`src/rtl/pwm_fade_ctrl.sv`:
```
// Breathing-profile sequencer for a PWM timer. It ramps the compare value up,
// holds it high, ramps it down and holds it low, moving one step per timer period.
module pwm_fade_ctrl #(
  parameter int size   = 24,
  parameter int hold_w = 8
) (
  input  logic              clk,
  input  logic              rst,
  input  logic              enable,
  input  logic [size-1:0]   period_in,
  input  logic [size-1:0]   step_in,
  input  logic [hold_w-1:0] hold_periods,
  input  logic [size-1:0]   tmr_count,
  output logic [size-1:0]   tmr_period,
  output logic [size-1:0]   tmr_compare,
  output logic [2:0]        state,
  output logic              busy,
  output logic              cycle_done
);

  typedef enum logic [2:0] {
    IDLE    = 3'd0,
    RAMP_UP = 3'd1,
    HOLD_HI = 3'd2,
    RAMP_DN = 3'd3,
    HOLD_LO = 3'd4
  } state_t;

  localparam logic [hold_w:0] hold_one = (hold_w+1)'(1);

  state_t            state_reg;
  logic [hold_w-1:0] hold_cnt;
  logic [size-1:0]   step_lat;

  logic              tick;
  logic [size:0]     up_sum;
  logic              hold_done;
  logic [size-1:0]   step_eff;

  // The timer restarts its count at zero once per period; that is our tick.
  assign tick      = (tmr_count == '0);
  assign up_sum    = {1'b0, tmr_compare} + {1'b0, step_lat};
  assign hold_done = (({1'b0, hold_cnt} + hold_one) >= {1'b0, hold_periods});
  // A zero step would freeze the ramp forever, so it is promoted to one.
  assign step_eff  = (step_in == '0) ? size'(1) : step_in;
  assign state     = state_reg;

  always_ff @(posedge clk or posedge rst) begin
    if (rst) begin
      state_reg   <= IDLE;
      tmr_period  <= '0;
      tmr_compare <= '0;
      busy        <= 1'b0;
      cycle_done  <= 1'b0;
      hold_cnt    <= '0;
      step_lat    <= '0;
    end else begin
      cycle_done <= 1'b0;
      case (state_reg)
        IDLE: begin
          tmr_compare <= '0;
          if (enable) begin
            tmr_period <= period_in;
            step_lat   <= step_eff;
            hold_cnt   <= '0;
            state_reg  <= RAMP_UP;
            busy       <= 1'b1;
          end
        end

        RAMP_UP: begin
          if (tick) begin
            // Sum is one bit wider so a large step clamps instead of wrapping.
            if (up_sum >= {1'b0, tmr_period}) begin
              tmr_compare <= tmr_period;
              hold_cnt    <= '0;
              state_reg   <= HOLD_HI;
            end else begin
              tmr_compare <= up_sum[size-1:0];
            end
          end
        end

        HOLD_HI: begin
          if (tick) begin
            if (hold_done) begin
              hold_cnt  <= '0;
              state_reg <= RAMP_DN;
            end else begin
              hold_cnt <= hold_cnt + hold_w'(1);
            end
          end
        end

        RAMP_DN: begin
          if (tick) begin
            if (tmr_compare <= step_lat) begin
              tmr_compare <= '0;
              hold_cnt    <= '0;
              state_reg   <= HOLD_LO;
            end else begin
              tmr_compare <= tmr_compare - step_lat;
            end
          end
        end

        HOLD_LO: begin
          if (tick) begin
            if (hold_done) begin
              hold_cnt   <= '0;
              cycle_done <= 1'b1;
              // enable is only consulted here and in IDLE, so stopping is graceful.
              if (enable) begin
                tmr_period <= period_in;
                step_lat   <= step_eff;
                state_reg  <= RAMP_UP;
              end else begin
                state_reg <= IDLE;
                busy      <= 1'b0;
              end
            end else begin
              hold_cnt <= hold_cnt + hold_w'(1);
            end
          end
        end

        default: begin
          state_reg   <= IDLE;
          tmr_compare <= '0;
          hold_cnt    <= '0;
          busy        <= 1'b0;
        end
      endcase
    end
  end

endmodule

```
`config.mk`:
```
export PLATFORM = sky130hd
export DESIGN_NAME = pwm_fade_ctrl
export DESIGN_NICKNAME = d
export VERILOG_FILES = /design/src/rtl/pwm_fade_ctrl.sv
export SDC_FILE = /design/constraint.sdc
export NUM_CORES = 1
export LEC_CHECK = 0
export ABC_AREA = 1
export CORE_MARGIN = 5
export CORE_UTILIZATION = 23
export DETAILED_ROUTE_END_ITERATION = 8
export PLACE_DENSITY = 0.41
export SKIP_LAST_GASP = 1
export SYNTH_ARGS = -nofsm -noshare
export SYNTH_HDL_FRONTEND = slang
export SYNTH_SLANG_ARGS = --single-unit
export TNS_END_PERCENT = 20
```
`constraint.sdc`:
```
create_clock -name clk -period 3.3 [get_ports clk]
set_input_delay 0.495 -clock clk [delete_from_list [all_inputs] [get_ports clk]]
set_output_delay 0.495 -clock clk [all_outputs]
set_load 0.03 [all_outputs]
```
# After elaboration in Yosys (flattened, before gate mapping)
# Cells that the tools add are included.
# word_totals
ff_bits	85
latchBits	0
mem_bits_rw	0
rom_bits	0
in_bits	83
out_inout_bits	53
elab_cells	83
memories	0
# classes
n_addsub	4
mul	0
div	0
order_cmp	3
eq_ne	15
shift	0
n_mux	41
bitwise	2
n_reduce_logical	11
# op_table
operator	n
$mux W24	11
$pmux W24 S2	2
$pmux W24 S3	1
$mux W8	7
$logic_not A24 Y1	2
$pmux W8 S4	1
$mux W3	9
$add A24 B24 Y25	1
$ge A25 B24 Y1	1
$le A24 B24 Y1	1
$sub A24 B24 Y24	1
$ne A2 B2 Y1 const B	10
$pmux W3 S5	1
$add A8 B1 Y9 const B	1
$ge A9 B8 Y1	1
$reduce_and A9 Y1	1
$add A8 B1 Y8 const B	1
$mux W1	8
$eq A3 B2 Y1 const B	2
$reduce_and A3 Y1	2
$reduce_and A6 Y1	1
$reduce_and A5 Y1	1
$eq A3 B1 Y1 const B	1
$eq A3 B3 Y1 const B	1
7 further kinds	8

# Longest topological paths before layout
# depth
depth_word	6
mapped_depth	32
mapped_depth_nobuf	30

# Worst setup path after synthesis
# Ideal clock, no wire load.
# synth_timing
path_kind	register to register
from	register tmr_compare[0]
to	register tmr_compare[6]
setup_ps	117
arrival_ps	3266
t_required_ps	3183
slack_ps	-83
stages_incl_launch_ff	21
path_buffers	1
synth_period_minus_slack_ps	3383
path_cell_list	dfrtp_1 ha_1 fa_1 nand4_1 nand3_1 nand2_1 nand2_1 xor2_1 inv_1 ha_1 a21oi_1 o21ai_0 a21oi_1 nand2_1 nand2_1 clkbuf_1 nand3_1 nand3_1 nand2_1 nand2_1 nand2_1
# synth_via
elab_chain_len	5
word_cells_on_any_way	9
classes_between	add/sub: 2; order compare: 2; mux: 5
# synth_rtl
element	line_no	text
start: declaration	15	output logic [size-1:0] tmr_compare,
start signal: assignment	75	tmr_compare <= tmr_period;
start signal: assignment	79	tmr_compare <= up_sum[size-1:0];
start signal: assignment	102	tmr_compare <= tmr_compare - step_lat;
$add A24 B24 Y25	42	assign up_sum = {1'b0, tmr_compare} + {1'b0, step_lat};
$ge A25 B24 Y1	74	if (up_sum >= {1'b0, tmr_period}) begin
$mux W24	74	
$mux W24	72	if (tick) begin
$pmux W24 S3 *	59	case (state_reg)
# Every way passes the cells marked *; elsewhere a longest branch is shown, timed or not. The select of a mux whose other input is x is not followed.
# A chain may end at the register's enable or synchronous reset.

# Worst setup path after layout
# layout_timing
from	register tmr_compare[2]
to	register tmr_compare[6]
# The elaborated chain is that of the path after synthesis.

==> impl_metrics.xml <==
<?xml version="1.0" encoding="UTF-8"?>
<metrics>
  <group name="synth">
    <metric name="synth-adder-area-share" unit="%">12.2</metric>
    <metric name="postSynthRegisterBits" unit="">85</metric>
    <metric name="synth_nets" unit="">1537</metric>
    <metric name="ys_async_sr_fraction" unit="%">100</metric>
    <metric name="synth_top_family_by_area" unit="">simple AND/OR/NAND/NOR gates</metric>
    <metric name="ys.warnings.count" unit="">0</metric>
    <metric name="post_synth_mux_area_share" unit="%">1.17</metric>
    <metric name="compound_gate_fraction_of_synth_area" unit="%">9.48</metric>
    <metric name="synthSimpleGateAreaFrac" unit="%">37.2</metric>
    <metric name="synth.yosys.seq_area_share" unit="%">24.6</metric>
    <metric name="syn-instance-count" unit="">1371</metric>
    <metric name="postSynthAreaPerCell" unit="µm²">6.30</metric>
    <metric name="yosys_most_used_dff" unit="">sky130_fd_sc_hd__dfrtp_1</metric>
    <metric name="post_synthesis_share_of_cell_area_spent_on_xor_and_xnor_gates" unit="%">2.23</metric>
    <metric name="synth_cell_types" unit="">45</metric>
    <metric name="synth.cell_area" unit="µm²">8630</metric>
    <metric name="number_of_enable_flip_flop_cells_after_synthesis" unit="">0</metric>
  </group>
  <group name="pwr">
    <metric name="power.internal" unit="mW">7.82</metric>
    <metric name="p_leak" unit="nW">6.84</metric>
    <metric name="net-switching-power" unit="mW">8.76</metric>
    <metric name="pwr_density_cell" unit="nW/µm²">1220</metric>
    <metric name="seq_power_share" unit="%">10.7</metric>
    <metric name="finalPower" unit="mW">16.6</metric>
    <metric name="worst_ir_drop_vdd" unit="µV">318</metric>
    <metric name="switching_portion_of_total_power" unit="%">52.8</metric>
    <metric name="clkPwrFrac" unit="%">6.5</metric>
    <metric name="comb_power_share" unit="%">82.8</metric>
  </group>
  <group name="detailed_routing">
    <metric name="vias" unit="">9689</metric>
    <metric name="detailedRoute.firstIterationViolations" unit="">517</metric>
    <metric name="wl_per_cell" unit="µm">16.3</metric>
    <metric name="route.final.wire_length" unit="µm">35900</metric>
    <metric name="drc_errors" unit="">0</metric>
    <metric name="viasPerCell" unit="">4.40</metric>
    <metric name="route.antenna.remaining_nets" unit="">0</metric>
    <metric name="detailedRoute.firstPassIterationCount" unit="">7</metric>
  </group>
  <group name="placement">
    <metric name="place_hpwl" unit="µm">29400</metric>
    <metric name="post-place-ws" unit="ns">-0.495</metric>
    <metric name="finalWeightedCongestion" unit="">0.939</metric>
    <metric name="port_buffers" unit="">135</metric>
    <metric name="dpl.cell_count" unit="">2155</metric>
  </group>
  <group name="timing">
    <metric name="maxClockFrequency" unit="GHz">0.291</metric>
    <metric name="setup_total_negative_slack" unit="ns">-2.74</metric>
    <metric name="post-route-period-util" unit="%">104</metric>
    <metric name="final_hold_viol_count" unit="">0</metric>
    <metric name="maxSlewViolCount" unit="">0</metric>
    <metric name="fin_worst_skew" unit="ns">0.00846</metric>
    <metric name="fin_ws" unit="ns">-0.142</metric>
    <metric name="final_setup_violating_endpoints" unit="">35</metric>
    <metric name="finalCriticalPeriod" unit="ns">3.44</metric>
    <metric name="worst_slew_margin_rel" unit="%">36.8</metric>
    <metric name="grt_setup_unrepaired" unit="">true</metric>
    <metric name="measured_slew_at_the_worst_slew_check_pin" unit="ns">0.947</metric>
  </group>
  <group name="final_layout">
    <metric name="area_growth" unit="%">57.0</metric>
    <metric name="layout_common_cells" unit="">sky130_fd_sc_hd__nand2_1, sky130_fd_sc_hd__inv_1, sky130_fd_sc_hd__buf_4, sky130_fd_sc_hd__clkdlybuf4s50_1, sky130_fd_sc_hd__nor2_1</metric>
    <metric name="layout.core_utilization" unit="%">36.2</metric>
    <metric name="fillCellCount" unit="">4032</metric>
    <metric name="finish.net_count" unit="">1851</metric>
    <metric name="total_area_of_multi_input_combinational_cells" unit="µm²">6540</metric>
    <metric name="antenna_cells" unit="">0</metric>
    <metric name="sequential_cell_area" unit="µm²">2130</metric>
    <metric name="layout_commonest_cell" unit="">sky130_fd_sc_hd__nand2_1</metric>
    <metric name="drive_above_1_share" unit="%">29.3</metric>
    <metric name="finalNonFillerCells" unit="">2201</metric>
    <metric name="largest_registers_in_the_final_layout" unit="">step_lat x24, tmr_compare x24, tmr_period x24</metric>
  </group>
  <group name="grt">
    <metric name="number_of_antenna_violations_at_the_first_check_in_global_routing" unit="">1</metric>
    <metric name="grt.total_usage" unit="%">17.1</metric>
    <metric name="grt_max_degree" unit="">48</metric>
    <metric name="gr-total-overflow" unit="">0</metric>
    <metric name="vias_in_the_first_global_route" unit="">9682</metric>
    <metric name="grt_first_pass_wirelength" unit="µm">55000</metric>
  </group>
  <group name="run_status">
    <metric name="run_status" unit="">finished, violations left</metric>
    <metric name="violations_in_the_final_reports" unit="">negative setup slack</metric>
  </group>
  <group name="hold_path">
    <metric name="hold_path.class" unit="">reg2reg</metric>
  </group>
  <group name="floorplanning">
    <metric name="die-width" unit="µm">204</metric>
    <metric name="num_io_pins" unit="">136</metric>
    <metric name="die_footprint" unit="µm²">41500</metric>
    <metric name="die_h" unit="µm">204</metric>
    <metric name="core_region_area" unit="µm²">37400</metric>
    <metric name="initial_utilization" unit="%">23.1</metric>
    <metric name="floorplan.rows" unit="">71</metric>
  </group>
  <group name="setup_path">
    <metric name="path_max_fanout" unit="">7</metric>
    <metric name="worstReg2RegStart" unit="">tmr_compare[2]</metric>
    <metric name="reg2regPathDepth" unit="">25</metric>
    <metric name="crit_required" unit="ns">3.55</metric>
    <metric name="crit_path_start" unit="">tmr_compare[2]</metric>
    <metric name="worstPathArrival" unit="ns">3.69</metric>
    <metric name="setup.worst_path.start_class" unit="">register</metric>
    <metric name="critical_path.endpoint_type" unit="">register</metric>
    <metric name="critical_path_sink" unit="">tmr_compare[6]</metric>
    <metric name="timing.reg2reg.setup_slack" unit="ns">-0.14</metric>
    <metric name="criticalPathCategory" unit="">reg2reg</metric>
    <metric name="worst_r2r_endpoint" unit="">tmr_compare[6]</metric>
  </group>
  <group name="clock_network">
    <metric name="clockBufferDepth" unit="">2</metric>
    <metric name="clock_sink_count" unit="">85</metric>
    <metric name="cts.reportedPaths.clkPinSlew" unit="ns">0.07</metric>
    <metric name="htree_levels" unit="">3</metric>
    <metric name="tritoncts.num_buffers" unit="">9</metric>
    <metric name="cts_root_buf" unit="">sky130_fd_sc_hd__clkbuf_16</metric>
    <metric name="clock_insertion_delay_worst_skew" unit="ns">0.37</metric>
    <metric name="cts_tree" unit="">yes</metric>
  </group>
  <group name="run">
    <metric name="max_cap_viol_count" unit="">0</metric>
  </group>
</metrics>
per-stage QoR:
| step | cell area, µm² | hold slack [ns] |
|---|---|---|
| final | 13600 | 0.492 |
| after floorplan | 8640 | 0.478 |
| after global routing | 13600 | 0.513 |
| after CTS | 12800 | 0.494 |
| after detailed placement | 11800 | 0.478 |
| after global placement | 11800 | 0.478 |
power groups by stage:
| stage | Clock, mW | Sequential (mW) | Combinational (mW) |
|---|---|---|---|
| after floorplan | 0 | 2.23 | 5.78 |
| after global placement | 0 | 1.74 | 10.9 |
| after detailed placement | 0 | 1.74 | 11.0 |
| after CTS | 1.13 | 1.76 | 12.3 |
| after global routing | 1.16 | 1.83 | 15.0 |
| final | 1.08 | 1.77 | 13.7 |
repair_timing:
item	4_1_cts	5_1_grt
endpoints found under the setup margin	35	35
gates resized for setup	123	178
cloned	3	1
hold buffers	0	0
setup buffers	14	12
pin swaps	19	75
worst max-delay path: stages (launching register included):
cell and delay, ns:
sky130_fd_sc_hd__dfrtp_1 0.42, sky130_fd_sc_hd__buf_4 0.15, sky130_fd_sc_hd__ha_2 0.21, sky130_fd_sc_hd__buf_4 0.14, sky130_fd_sc_hd__a21oi_2 0.17, sky130_fd_sc_hd__nand2_4 0.08, sky130_fd_sc_hd__buf_4 0.13, sky130_fd_sc_hd__nand4_1 0.16
sky130_fd_sc_hd__nand4_1 0.14, sky130_fd_sc_hd__nand2_2 0.10, sky130_fd_sc_hd__inv_2 0.05, sky130_fd_sc_hd__ha_4 0.24, sky130_fd_sc_hd__a21oi_1 0.12, sky130_fd_sc_hd__nand3_1 0.09, sky130_fd_sc_hd__nand2_1 0.07, sky130_fd_sc_hd__nand3_1 0.09
sky130_fd_sc_hd__nor2_2 0.12, sky130_fd_sc_hd__nand2_2 0.11, sky130_fd_sc_hd__buf_4 0.15, sky130_fd_sc_hd__buf_6 0.12, sky130_fd_sc_hd__inv_8 0.08, sky130_fd_sc_hd__nand3_1 0.09, sky130_fd_sc_hd__nand3_2 0.12, sky130_fd_sc_hd__nand2_1 0.07
sky130_fd_sc_hd__nand2_1 0.06, sky130_fd_sc_hd__nand2_1 0.05
synth_stat cells, types with 3 or more instances:
master | count | area (µm²)
sky130_fd_sc_hd__nor2_1 | 129 | 484
sky130_fd_sc_hd__nand3b_1 | 7 | 52.6
sky130_fd_sc_hd__buf_4 | 5 | 37.5
sky130_fd_sc_hd__ha_1 | 81 | 1010
sky130_fd_sc_hd__clkbuf_1 | 8 | 30.0
sky130_fd_sc_hd__dfrtp_1 | 85 | 2130
sky130_fd_sc_hd__buf_6 | 7 | 78.8
sky130_fd_sc_hd__buf_2 | 16 | 80.1
sky130_fd_sc_hd__mux2_1 | 9 | 101
sky130_fd_sc_hd__nand2_2 | 9 | 56.3
sky130_fd_sc_hd__nor4_1 | 5 | 31.3
sky130_fd_sc_hd__nor2_2 | 3 | 18.8
sky130_fd_sc_hd__xor2_1 | 19 | 166
sky130_fd_sc_hd__nand3_2 | 4 | 40.0
sky130_fd_sc_hd__nand4_1 | 31 | 194
sky130_fd_sc_hd__inv_1 | 225 | 845
sky130_fd_sc_hd__a21oi_1 | 81 | 405
sky130_fd_sc_hd__inv_2 | 6 | 22.5
sky130_fd_sc_hd__xnor2_1 | 3 | 26.3
sky130_fd_sc_hd__o21ai_2 | 8 | 70.1
sky130_fd_sc_hd__o21ai_0 | 33 | 165
sky130_fd_sc_hd__nand3_1 | 102 | 510
sky130_fd_sc_hd__o21bai_1 | 5 | 37.5
sky130_fd_sc_hd__nand2_1 | 437 | 1640
sky130_fd_sc_hd__o21ai_1 | 10 | 50.1
sky130_fd_sc_hd__or2_2 | 3 | 18.8
sky130_fd_sc_hd__nor3_1 | 14 | 70.1
sky130_fd_sc_hd__a21oi_2 | 3 | 26.3
cell type report:
cell class | count | area share, %
timing repair inverter | 1 | 0.0831
inverter | 233 | 6.58
clock inverter | 5 | 0.443
tap | 511 | 4.72
timing repair buffer | 339 | 22.4
sequential | 85 | 15.7
multi-input combinational | 1016 | 48.3
clock buffer | 11 | 1.79
per-layer routing:
layer  wire length [µm]  vias to the layer above  track usage (%)
li1                   -                     4938                -
met1              17800                     4519             24.3
met4                483                        2             3.49
met2              16300                      197             28.0
met3               1300                       33             2.16
met5                 13                        -                0
worst min path at each step:
stage / slack, ns / start / endpoint / depth (start not counted)
floorplan: 0.48 / step_lat[14] / step_lat[14] / 2
global placement: 0.48 / busy / busy / 2
detailed placement: 0.48 / busy / busy / 2
CTS: 0.49 / busy / busy / 2
global route: 0.51 / busy / busy / 2
finish: 0.49 / busy / busy / 2
kinds of logic after synthesis:
logic type	after synthesis
XOR/XNOR	22
flip-flops	85
buffers and inverters	272
AND/OR/NAND/NOR	753
AO/OA/AOI/OAI	147
adder cells (fa/ha/maj)	83
multiplexers	9
(Power assumes the default switching activity.)
